## config.mk

```make
export PLATFORM = sky130hd
export DESIGN_NAME = neopixel_rx
export DESIGN_NICKNAME = d
export VERILOG_FILES = /design/src/rtl/neopixel_pkg.sv /design/src/rtl/sync_edge.sv /design/src/rtl/neopixel_rx.sv
export SDC_FILE = /design/constraint.sdc
export NUM_CORES = 1
export LEC_CHECK = 0
export CORE_UTILIZATION = 50
export CTS_BUF_LIST = sky130_fd_sc_hd__clkbuf_8
export CTS_CLUSTER_SIZE = 24
export DETAILED_ROUTE_END_ITERATION = 6
export GPL_ROUTABILITY_DRIVEN = 0
export PLACE_DENSITY_LB_ADDON = 0.05
export SYNTH_ARGS = -nofsm -noshare
export SYNTH_HDL_FRONTEND = slang
export SYNTH_SLANG_ARGS = --single-unit
```

## constraint.sdc

```tcl
create_clock -name CLK -period 2.7 [get_ports CLK]
set_clock_uncertainty 0.1 [all_clocks]
set_input_delay 0.54 -clock CLK [delete_from_list [all_inputs] [get_ports CLK]]
set_output_delay 0.54 -clock CLK [all_outputs]
set_load 0.02 [all_outputs]
```

## src/rtl/neopixel_pkg.sv

```systemverilog
// Shared NeoPixel timing constants and receiver state encoding.
// The transmitter derives its pulse widths from the same nanosecond figures.
package neopixel_pkg;

    localparam int CLK_HZ  = 32_000_000;
    localparam int COLOR_W = 24;

    localparam int T0H_NS     = 400;
    localparam int T1H_NS     = 800;
    localparam int BIT_NS     = 1250;
    localparam int THRESH_NS  = 600;
    localparam int MAX_HIGH_NS = 2000;
    localparam int RESET_NS   = 50_000;

    function automatic int ns_to_cycles(input int ns);
        return (ns * (CLK_HZ / 1_000_000)) / 1000;
    endfunction

    localparam int THRESH_CYCLES_DEF   = ns_to_cycles(THRESH_NS);
    localparam int MAX_HIGH_CYCLES_DEF = ns_to_cycles(MAX_HIGH_NS);
    localparam int RESET_CYCLES_DEF    = ns_to_cycles(RESET_NS);
    localparam int CNT_W_DEF           = 11;

    typedef enum logic [2:0] {
        WAIT_GAP,
        IDLE,
        HIGH,
        LOW,
        PASS
    } rx_state_t;

endpackage

```

## src/rtl/sync_edge.sv

```systemverilog
// Two-flop synchronizer for an asynchronous pin with rise/fall strobes
// derived from the synchronized level.
module sync_edge (
    input  logic clk,
    input  logic rst_n,
    input  logic din,
    output logic s_din,
    output logic rise,
    output logic fall
);

    logic meta_reg;
    logic sync_reg;
    logic prev_reg;

    always_ff @(posedge clk or negedge rst_n) begin
        if (!rst_n) begin
            meta_reg <= 1'b0;
            sync_reg <= 1'b0;
            prev_reg <= 1'b0;
        end else begin
            meta_reg <= din;
            sync_reg <= meta_reg;
            prev_reg <= sync_reg;
        end
    end

    assign s_din = sync_reg;
    assign rise  = sync_reg & ~prev_reg;
    assign fall  = ~sync_reg & prev_reg;

endmodule

```

## src/rtl/neopixel_rx.sv

```systemverilog
// WS2812-style one-wire receiver: decodes the first 24 bits of a frame into
// color and forwards the rest of the frame on dout until the latch gap.
module neopixel_rx
    import neopixel_pkg::*;
#(
    parameter int THRESH_CYCLES   = THRESH_CYCLES_DEF,
    parameter int MAX_HIGH_CYCLES = MAX_HIGH_CYCLES_DEF,
    parameter int RESET_CYCLES    = RESET_CYCLES_DEF,
    parameter int CNT_W           = CNT_W_DEF
) (
    input  logic               CLK,
    input  logic               reset_n,
    input  logic               din,
    output logic [COLOR_W-1:0] color,
    output logic               color_valid,
    output logic               dout,
    output logic               frame_active,
    output logic               error
);

    localparam int BIT_CNT_W = $clog2(COLOR_W + 1);
    localparam logic [CNT_W-1:0]     THRESH_C   = CNT_W'(THRESH_CYCLES);
    localparam logic [CNT_W-1:0]     MAX_HIGH_C = CNT_W'(MAX_HIGH_CYCLES);
    localparam logic [CNT_W-1:0]     GAP_C      = CNT_W'(RESET_CYCLES);
    localparam logic [BIT_CNT_W-1:0] LAST_BIT   = BIT_CNT_W'(COLOR_W - 1);

    logic s_din;
    logic s_rise;
    logic s_fall;

    sync_edge u_sync (
        .clk   (CLK),
        .rst_n (reset_n),
        .din   (din),
        .s_din (s_din),
        .rise  (s_rise),
        .fall  (s_fall)
    );

    rx_state_t            state_reg;
    logic [CNT_W-1:0]     cnt_reg;
    logic [CNT_W-1:0]     run_len;
    logic [BIT_CNT_W-1:0] bit_cnt_reg;
    logic [COLOR_W-1:0]   shadow_reg;
    logic                 bit_val;
    logic                 gap_seen;
    logic                 overflow;

    // run_len is the length of the current s_din level including this cycle;
    // on a falling edge cnt_reg therefore still holds the completed high width.
    always_comb begin
        if (s_rise || s_fall) begin
            run_len = CNT_W'(1);
        end else if (&cnt_reg) begin
            run_len = cnt_reg;
        end else begin
            run_len = cnt_reg + CNT_W'(1);
        end
    end

    assign bit_val  = (cnt_reg >= THRESH_C);
    assign gap_seen = !s_din && (run_len >= GAP_C);
    assign overflow = s_din && (run_len > MAX_HIGH_C);

    always_ff @(posedge CLK or negedge reset_n) begin
        if (!reset_n) begin
            state_reg    <= WAIT_GAP;
            cnt_reg      <= '0;
            bit_cnt_reg  <= '0;
            shadow_reg   <= '0;
            color        <= '0;
            color_valid  <= 1'b0;
            dout         <= 1'b0;
            frame_active <= 1'b0;
            error        <= 1'b0;
        end else begin
            cnt_reg     <= run_len;
            color_valid <= 1'b0;
            error       <= 1'b0;
            dout        <= 1'b0;
            case (state_reg)
                WAIT_GAP: begin
                    frame_active <= 1'b0;
                    bit_cnt_reg  <= '0;
                    if (gap_seen) begin
                        state_reg <= IDLE;
                    end
                end
                IDLE: begin
                    if (s_rise) begin
                        state_reg    <= HIGH;
                        frame_active <= 1'b1;
                        bit_cnt_reg  <= '0;
                    end
                end
                HIGH: begin
                    if (s_fall) begin
                        shadow_reg  <= {shadow_reg[COLOR_W-2:0], bit_val};
                        bit_cnt_reg <= bit_cnt_reg + BIT_CNT_W'(1);
                        if (bit_cnt_reg == LAST_BIT) begin
                            color       <= {shadow_reg[COLOR_W-2:0], bit_val};
                            color_valid <= 1'b1;
                            state_reg   <= PASS;
                        end else begin
                            state_reg <= LOW;
                        end
                    end else if (overflow) begin
                        error        <= 1'b1;
                        frame_active <= 1'b0;
                        state_reg    <= WAIT_GAP;
                    end
                end
                LOW: begin
                    if (s_rise) begin
                        state_reg <= HIGH;
                    end else if (gap_seen) begin
                        error        <= (bit_cnt_reg != '0);
                        frame_active <= 1'b0;
                        state_reg    <= IDLE;
                    end
                end
                PASS: begin
                    if (gap_seen) begin
                        frame_active <= 1'b0;
                        state_reg    <= IDLE;
                    end else begin
                        dout <= s_din;
                    end
                end
                default: begin
                    state_reg <= WAIT_GAP;
                end
            endcase
        end
    end

endmodule

```

Word level (Yosys, flattened, before mapping)

Index checks and enable logic that the tools add are counted.

Bits in registers: 73
Output and inout bits: 28
Logic and storage cells: 75

$add $sub $neg: 2
Magnitude comparators: 3
Eq/ne operators: 11
Multiplexer cells: 28
Bitwise gates (word level): 4
Reductions and logical operators: 15

Operators by type and width:

| cell                    | number |
|---|---|
| $mux W11                | 2 |
| $mux W3                 | 6 |
| $pmux W5 S3             | 1 |
| $mux W1                 | 14 |
| $pmux W3 S4             | 1 |
| $add A11 B1 Y11 const B | 1 |
| $ge A11 B11 Y1 const B  | 1 |
| $ge A11 B5 Y1 const B   | 1 |
| $gt A11 B7 Y1 const B   | 1 |
| $reduce_and A11 Y1      | 1 |
| $mux W5                 | 2 |
| $ne A2 B2 Y1 const B    | 5 |
| $reduce_bool A5 Y1      | 2 |
| $eq A3 B2 Y1 const B    | 2 |
| $reduce_and A3 Y1       | 2 |
| $add A5 B1 Y5 const B   | 1 |
| $eq A5 B5 Y1 const B    | 1 |
| $pmux W1 S5             | 1 |
| $reduce_and A5 Y1       | 1 |
| $reduce_and A2 Y1       | 2 |
| $eq A3 B1 Y1 const B    | 1 |
| $eq A3 B3 Y1 const B    | 1 |
| $logic_not A3 Y1        | 1 |
| $ne A3 B3 Y1 const B    | 1 |
| 8 further kinds         | 11 |

Longest topological paths before layout

Gate-level depths: netlist of the first run.

Depth in word-level cells: 9
Gate-level depth with buffers: 10

Hierarchy

From an unflattened synthesis of the first run, not the netlist that was laid out.

Cells, all modules: 258
Area, all modules: 3,275.6 um2

Modules (own cells, without submodules):

| module      | times used | cells each | area each (um2) | seq. area each (um2) |
|---|---|---|---|---|
| neopixel_rx | 1          | 253        | 3,185.6         | 1,751.7 |
| sync_edge   | 1          | 5          | 90.1            | 75.1 |

Worst setup path before layout of the first run

Ideal clock, no wire load.

Path type: register to register
Start: reg cnt_reg[0]
End: reg frame_active
Library setup time: 0.110 ns
Data arrival time: 2.174 ns
Slack: 0.316 ns
Cell stages (with the launch flop): 10
Path buffers: 1
Clock period less this slack: 2.384 ns
Cell sequence: dfrtp_1 -> ha_1 -> and4_1 -> buf_2 -> nand3_2 -> mux2i_1 -> nor4b_1 -> a21oi_1 -> o21a_1 -> o41ai_1

Word-level cells in the longest chain between the ends: 8

Ends and longest elaborated chain:

| element                                               | line                                 | RTL |
|---|---|---|
| start: declaration                                    | neopixel_rx.sv:41                    | `logic [CNT_W-1:0] cnt_reg;` |
| start signal: assignment                              | neopixel_rx.sv:77                    | `cnt_reg <= run_len;` |
| $add A11 B1 Y11 or $reduce_and A11 Y1 (tied branches) | neopixel_rx.sv:57, neopixel_rx.sv:54 |  |
| $mux W11 (*)                                          | neopixel_rx.sv:54                    | `end else if (&cnt_reg) begin` |
| $mux W11 (*)                                          | neopixel_rx.sv:52                    | `if (s_rise \|\| s_fall) begin` |
| $ge A11 B11 Y1                                        | neopixel_rx.sv:62                    | `assign gap_seen = !s_din && (run_len >= GAP_C);` |
| $logic_and A1 B1 Y1                                   | neopixel_rx.sv:62                    |  |
| $mux W1 (2 in a row)                                  | --                                   |  |
| $pmux W1 S5                                           | --                                   |  |
| end signal: assignment                                | neopixel_rx.sv:74                    | `frame_active <= 1'b0;` |
| end signal: assignment                                | neopixel_rx.sv:83                    | `frame_active <= 1'b0;` |
| end signal: assignment                                | neopixel_rx.sv:92                    | `frame_active <= 1'b1;` |
| end: declaration                                      | neopixel_rx.sv:17                    | `output logic frame_active,` |

Mark *: on every way between the ends. The rest lies on a longest branch, timed or not. The select of a mux whose other input is x is not followed.
A chain may end at the register's enable or synchronous reset.

Final worst setup path of the first run

Same ends and word-level chain as after synthesis.

==> out/summary.txt, run 1 <==
status: finished clean
DIE WIDTH: 82.7 microns
most frequent cells in the layout: dfrtp_1 (73), mux2_2 (45), clkdlybuf4s50_1 (29), nor2_1 (23)
DRT Pass-1 Iters: 4
Tcrit/Tclk final: 0.933
CTS Buf Count: 9
CP Data Arrival Time: 2.65 ns
clk buf depth: 2
NumNets Final: 309
initial antenna violation count: 0
Area Growth Syn to Fin: 19.2%
Worst-path clk slew: 0.08 ns
core area: 6310 sq um
Hold WC Path Type: flip-flop to flip-flop
vias in the first global route: 2066
min cycle time layout: 2.52 ns
TritonCTS clock tree: yes
startpoint class of the critical path: flip-flop
crit-path max FO: 8
root buffer cell: clkbuf_8
WHS: 0.265 ns
Post-synth EDFFs: 0
commonest non-fill, non-tap cell in the layout: dfrtp_1
setup TNS: 0 ns
PwrDens: 557 nW/um^2
syn nets: 274
Antenna Nets Post-Route: 0
Crit. End Element: flip-flop
RSZ-0062 raised after global routing: false
Slew headroom: 0.671
Routed WL per cell: 15.0 microns
pre-CTS WS: 0.215 ns
Setup Crit Path Kind: flip-flop to flip-flop
row count: 29
Clock Latency Late Sink: 0.33 ns
area of the multi-input gates: 1330 sq um
largest net degree at the start of global routing: 60
DRC viols: 0
initial drt markers: 100
number of synthesized register bits: 73
clk sinks: 73
library cells used by synthesis: 51
CP peak stage delay: 0.42 ns
FF+latch area: 1830 sq um
Die Height: 82.7 microns
mapped cell area: 3260 sq um
die area: 6840 sq um
I/O pins: 31
number of setup buffers added after CTS: 0
Syn Inst Count: 266
sequential share of the synthesized area: 0.561
Port Buffers: 30
Fillers: 530
main area contributors after synthesis: dfrtp_1 (56%), mux2_2 (16%), nor2_1 (2.6%), ha_1 (1.9%), a21oi_1 (1.7%)
CP Data Required Time: 2.83 ns
Setup Viol. Count Final: 0
Final Power: 0.00216 W
via count: 2112
Max stage delay cell, worst path: and4_1
final hold violation count: 0
Yosys warning total: 0
Max Clk Rate: 397 MHz
peak supply drop: 0.000439 V
Worst Setup Slack, final: 0.180 ns
CP Cell Sequence: ha_1 -> and4_1 -> nand3_2 -> mux2i_1 -> nor4b_1 -> a21oi_1 -> o21a_1 -> o41ai_1
area leader, netlist: dfrtp_1
Max Cap Violations: 0
H-tree depth: 3
Worst Max-Slew Pin Slew: 0.482 ns
# diodes: 0
global route overflow: 0
Pleak: 1.82 nW
Starting Density: 0.516
top cell type's share of synthesized area: 0.561
DPL Wire Length: 3.76 mm
asr flop ratio synth: 1.00
Routed WL: 5.75 mm
Largest register FFs: 24
drt via density: 5.51
share of post-route cells with drive strength above 1: 0.265
first-pass GRT wire length: 9.79 mm
Mean Syn Cell Area: 12.2 sq um
count of pins over their slew limit: 0
Global Route Usage Sum: 0.194
top_reg_cell synth: dfrtp_1
==> per-layer routing <==
layer | GRT usage | wire length (microns) | share of wire | vias to the layer above
met1 | 0.262 | 2820 | 0.49 | 1042
met3 | 0.0670 | 287 | 0.050 | 4
met2 | 0.286 | 2590 | 0.45 | 39
li1 | - | - | - | 1027
met4 | 0.0741 | 51 | 0.0089 | 0
met5 | 0 | 0 | 0 | -
==> path summary, 6_finish.rpt <==
path | slack, ns | end | depth (start not counted) | start
setup / recovery | 0.18 | frame_active$_DFFE_PN0P_ | 8 | cnt_reg[0]$_DFF_PN0_
hold / removal | 0.27 | u_sync.s_din$_DFF_PN0_ | 0 | u_sync.meta_reg$_DFF_PN0_
setup reg to reg | 0.18 | frame_active$_DFFE_PN0P_ | 8 | cnt_reg[0]$_DFF_PN0_
hold reg to reg | 0.27 | u_sync.s_din$_DFF_PN0_ | 0 | u_sync.meta_reg$_DFF_PN0_
max in group asynchronous | 1.45 | color_valid$_DFF_PN0_ | 3 | reset_n
min in group asynchronous | 0.49 | bit_cnt_reg[3]$_DFFE_PN0P_ | 2 | reset_n
==> through the flow <==
step	utilization	cells	cell area (sq um)
final	0.615	383	3880
after global routing	0.615	383	3880
after CTS	0.615	383	3880
after detailed placement	0.579	366	3650
after global placement	0.579	366	3650
after floorplan	-	266	3260
==> critical path: cells and delay by family (launching register included) <==
family,cells,cell delay (ns)
flip-flops,1,0.35
adder cells (fa/ha/maj),1,0.28
AO/OA/AOI/OAI,3,0.61
AND/OR/NAND/NOR,3,0.89
multiplexers,1,0.17
==> area by class of cell <==
class,count,area share
Sequential cell,73,0.471
Multi-Input combinational cell,169,0.343
Timing Repair Buffer,38,0.0960
Clock buffer,9,0.0319
Tap cell,77,0.0248
Clock inverter,7,0.0245
Inverter,10,0.00967
==> power by group <==
part	switching [W]	internal [W]	total [W]	leakage [nW]
sequential	0.0000146	0.00110	0.00112	1.01
clock	0.000410	0.000520	0.000930	0.109
combinational	0.0000730	0.0000415	0.000114	0.707
total	0.000498	0.00167	0.00216	1.82
==> cells in the mapped netlist, types with 2 or more instances <==
cell type and instances:
dfrtp_1 73, mux2_2 45, nor2_1 23, a21oi_1 11, nand2_1 11, inv_1 10, buf_2 7, clkbuf_1 5
ha_1 5, nand4_1 5, o21ai_0 5, and3_1 4, mux2i_1 4, nor2b_1 4, nor3_1 4, a211oi_1 3
a31oi_1 3, nand3_1 3, o22ai_1 3, xor2_1 3, a311oi_2 2, and4_1 2, buf_4 2, o21a_1 2
==> cell families after synthesis <==
| logic type | after synthesis | share of synthesized area |
|---|---|---|
| flip-flops | 73 | 0.561 |
| AND/OR/NAND/NOR | 70 | 0.118 |
| multiplexers | 49 | 0.168 |
| AO/OA/AOI/OAI | 41 | 0.0906 |
| buffers and inverters | 24 | 0.0326 |
| adder cells (fa/ha/maj) | 5 | 0.0192 |
| XOR/XNOR | 4 | 0.0108 |
==> what timing repair did <==
item,in CTS,in global routing
hold endpoints to repair,14,0
resized for setup,0,0
hold buffers,1,0
(Power assumes the default switching activity.)
==> run 2: changes to the inputs <==
--- a/config.mk
+++ b/config.mk
@@ -14,3 +14,4 @@
 export SYNTH_ARGS = -nofsm -noshare
 export SYNTH_HDL_FRONTEND = slang
 export SYNTH_SLANG_ARGS = --single-unit
+export TNS_END_PERCENT = 5
==> results of run 2 <==
The final DEF is identical to that of run 1; final timing and power are the same.
==> run 3: changes to the inputs <==
==> constraint.sdc (replaced) <==
create_clock -name CLK -period 3.1 [get_ports CLK]
set_clock_uncertainty 0.1 [all_clocks]
set_input_delay 0.62 -clock CLK [delete_from_list [all_inputs] [get_ports CLK]]
set_output_delay 0.62 -clock CLK [all_outputs]
set_load 0.02 [all_outputs]
==> out/summary.txt, run 3 (same netlist as run 1, synthesis figures left out) <==
status: finished clean
Setup Viol. Count Final: 0 (unchanged)
core area: 6310 sq um (unchanged)
CP Data Arrival Time: 2.86 ns (+0.21 ns)
crit-path max FO: 8 (unchanged)
Crit. End Element: flip-flop
R2R cell count: 8 (unchanged)
Antenna Nets Post-Route: 0 (unchanged)
Worst Setup Slack, final: 0.377 ns (+0.196 ns)
first-pass GRT wire length: 9.55 mm (-2.5%)
Max Clk Rate: 367 MHz (-7.5%)
root buffer cell: clkbuf_8
CTS Buf Count: 9 (unchanged)
family with the most delay on the worst path: simple AND/OR/NAND/NOR gates
CP Data Required Time: 3.24 ns (+0.41 ns)
startpoint class of the critical path: flip-flop
pre-CTS WS: 0.394 ns (+0.179 ns)
Worst Max-Slew Pin Slew: 0.913 ns (+0.431 ns)
area of the multi-input gates: 1330 sq um (unchanged)
DIE WIDTH: 82.7 microns (unchanged)
via count: 2119 (+0.33%)
vias in the first global route: 1999 (-3.2%)
initial antenna violation count: 0 (unchanged)
count of pins over their slew limit: 0 (unchanged)
Buf+Inv Stages, Crit Path: 0 (unchanged)
WHS: 0.266 ns (+0.00133 ns)
most frequent cells in the layout: dfrtp_1 (73), mux2_2 (45), clkdlybuf4s50_1 (29), nor2_1 (23)
PostCTS Resize Cnt: 0 (unchanged)
FF+latch area: 1830 sq um (unchanged)
Max Cap Violations: 0 (unchanged)
I/O pins: 31 (unchanged)
global route overflow: 0 (unchanged)
DPL Wire Length: 3.63 mm (-3.6%)
hold bufs inserted after CTS: 0 (-1)
Core Util, Final: 0.603 (-0.0123)
largest net degree at the start of global routing: 74 (+23%)
Worst-path clk slew: 0.07 ns (about the same)
final hold violation count: 0 (unchanged)
setup TNS: 0 ns (unchanged)
r2r startpoint: cnt_reg[0]$_DFF_PN0_
Hold WC Path Type: primary input to async pin
Port Buffers: 30 (unchanged)
Clock Latency Late Sink: 0.35 ns (+0.02 ns)
Final Power: 0.00182 W (-16%)
H-tree depth: 3 (unchanged)
NumNets Final: 303 (-1.9%)
die area: 6840 sq um (unchanged)
commonest non-fill, non-tap cell in the layout: dfrtp_1
Area Growth Syn to Fin: 16.8%
min cycle time layout: 2.72 ns (+0.204 ns)
Largest register FFs: 24 (unchanged)
number of setup buffers added after CTS: 0 (unchanged)
reg-to-reg endpoint: frame_active$_DFFE_PN0P_
Starting Density: 0.516 (unchanged)
Global Route Usage Sum: 0.190 (-0.00446)
Setup Crit Path Kind: flip-flop to flip-flop
Routed WL per cell: 15.1 microns (+0.83%)
DRC viols: 0 (unchanged)
Tcrit/Tclk final: 0.879 (-0.0548)
clk sinks: 73 (unchanged)
initial drt markers: 108 (+8.0%)
peak supply drop: 0.000422 V (-3.7%)
Die Height: 82.7 microns (unchanged)
Max stage delay cell, worst path: dfrtp_1
DRT Pass-1 Iters: 6 (+2)
share of post-route cells with drive strength above 1: 0.253 (-0.0114)
TritonCTS clock tree: yes
row count: 29 (unchanged)
CP Cell Sequence: ha_1 -> and4_1 -> nand3_2 -> mux2i_1 -> nor4b_1 -> a21oi_1 -> o21a_1 -> o41ai_1
Slew headroom: 0.391 (-0.279)
Fillers: 541 (+2.1%)
RSZ-0062 raised after global routing: false
# diodes: 0 (unchanged)
R2R setup slack: 0.38 ns (+0.20 ns)
drt via density: 5.62 (+1.9%)
clk buf depth: 2 (unchanged)
CP peak stage delay: 0.50 ns (+0.08 ns)
PwrDens: 477 nW/um^2 (-14%)
Routed WL: 5.70 mm (-0.75%)
Pleak: 1.78 nW (-2.2%)
-- run 3: cell types whose count changed in the layout (fill, tap and decap cells not counted) --
cell,change
buf_12,-1
buf_4,-4
inv_6,+3
dlygate4sd3_1,-1
clkinv_4,-1
bufinv_16,-1
clkinv_2,-1
-- run 3: power by group --
group	internal [W]	switching, W
clock network	0.000380	0.000377
logic	0.0000252	0.0000496
registers	0.000962	0.0000228
-- run 3: area by class of cell --
class | instances | area share
multi-input combinational | 169 | 0.350
inverter | 10 | 0.00987
clock buffer | 9 | 0.0326
clock inverter | 7 | 0.0204
timing repair buffer | 32 | 0.0822
sequential | 73 | 0.480
tap | 77 | 0.0253
-- run 3: metal layers --
layer  up-vias  track usage  share of wire
met4         0       0.0672          0.014
met1      1042        0.246           0.46
met3         6       0.0758          0.069
met5         -            0              0
met2        58        0.286           0.45
li1       1013            -              -
-- run 3: worst max path at each step --
stage / end / startpoint / slack [ns] / cells past startpoint
2_1_floorplan: frame_active$_DFFE_PN0P_ / cnt_reg[0]$_DFF_PN0_ / 0.72 / 9
3_3_place_gp: frame_active$_DFFE_PN0P_ / cnt_reg[0]$_DFF_PN0_ / 0.46 / 8
3_5_place_dp: frame_active$_DFFE_PN0P_ / cnt_reg[0]$_DFF_PN0_ / 0.39 / 8
4_1_cts: frame_active$_DFFE_PN0P_ / cnt_reg[0]$_DFF_PN0_ / 0.37 / 8
5_1_grt: shadow_reg[0]$_DFFE_PN0P_ / cnt_reg[0]$_DFF_PN0_ / 0.1 / 7
6_report: frame_active$_DFFE_PN0P_ / cnt_reg[0]$_DFF_PN0_ / 0.38 / 8
-- run 3: through the flow --
stage               cell area [sq um]  std cells
detailed placement               3600        361
finish                           3800        377
global placement                 3600        361
floorplan                        3260        266
global route                     3800        377
CTS                              3800        377
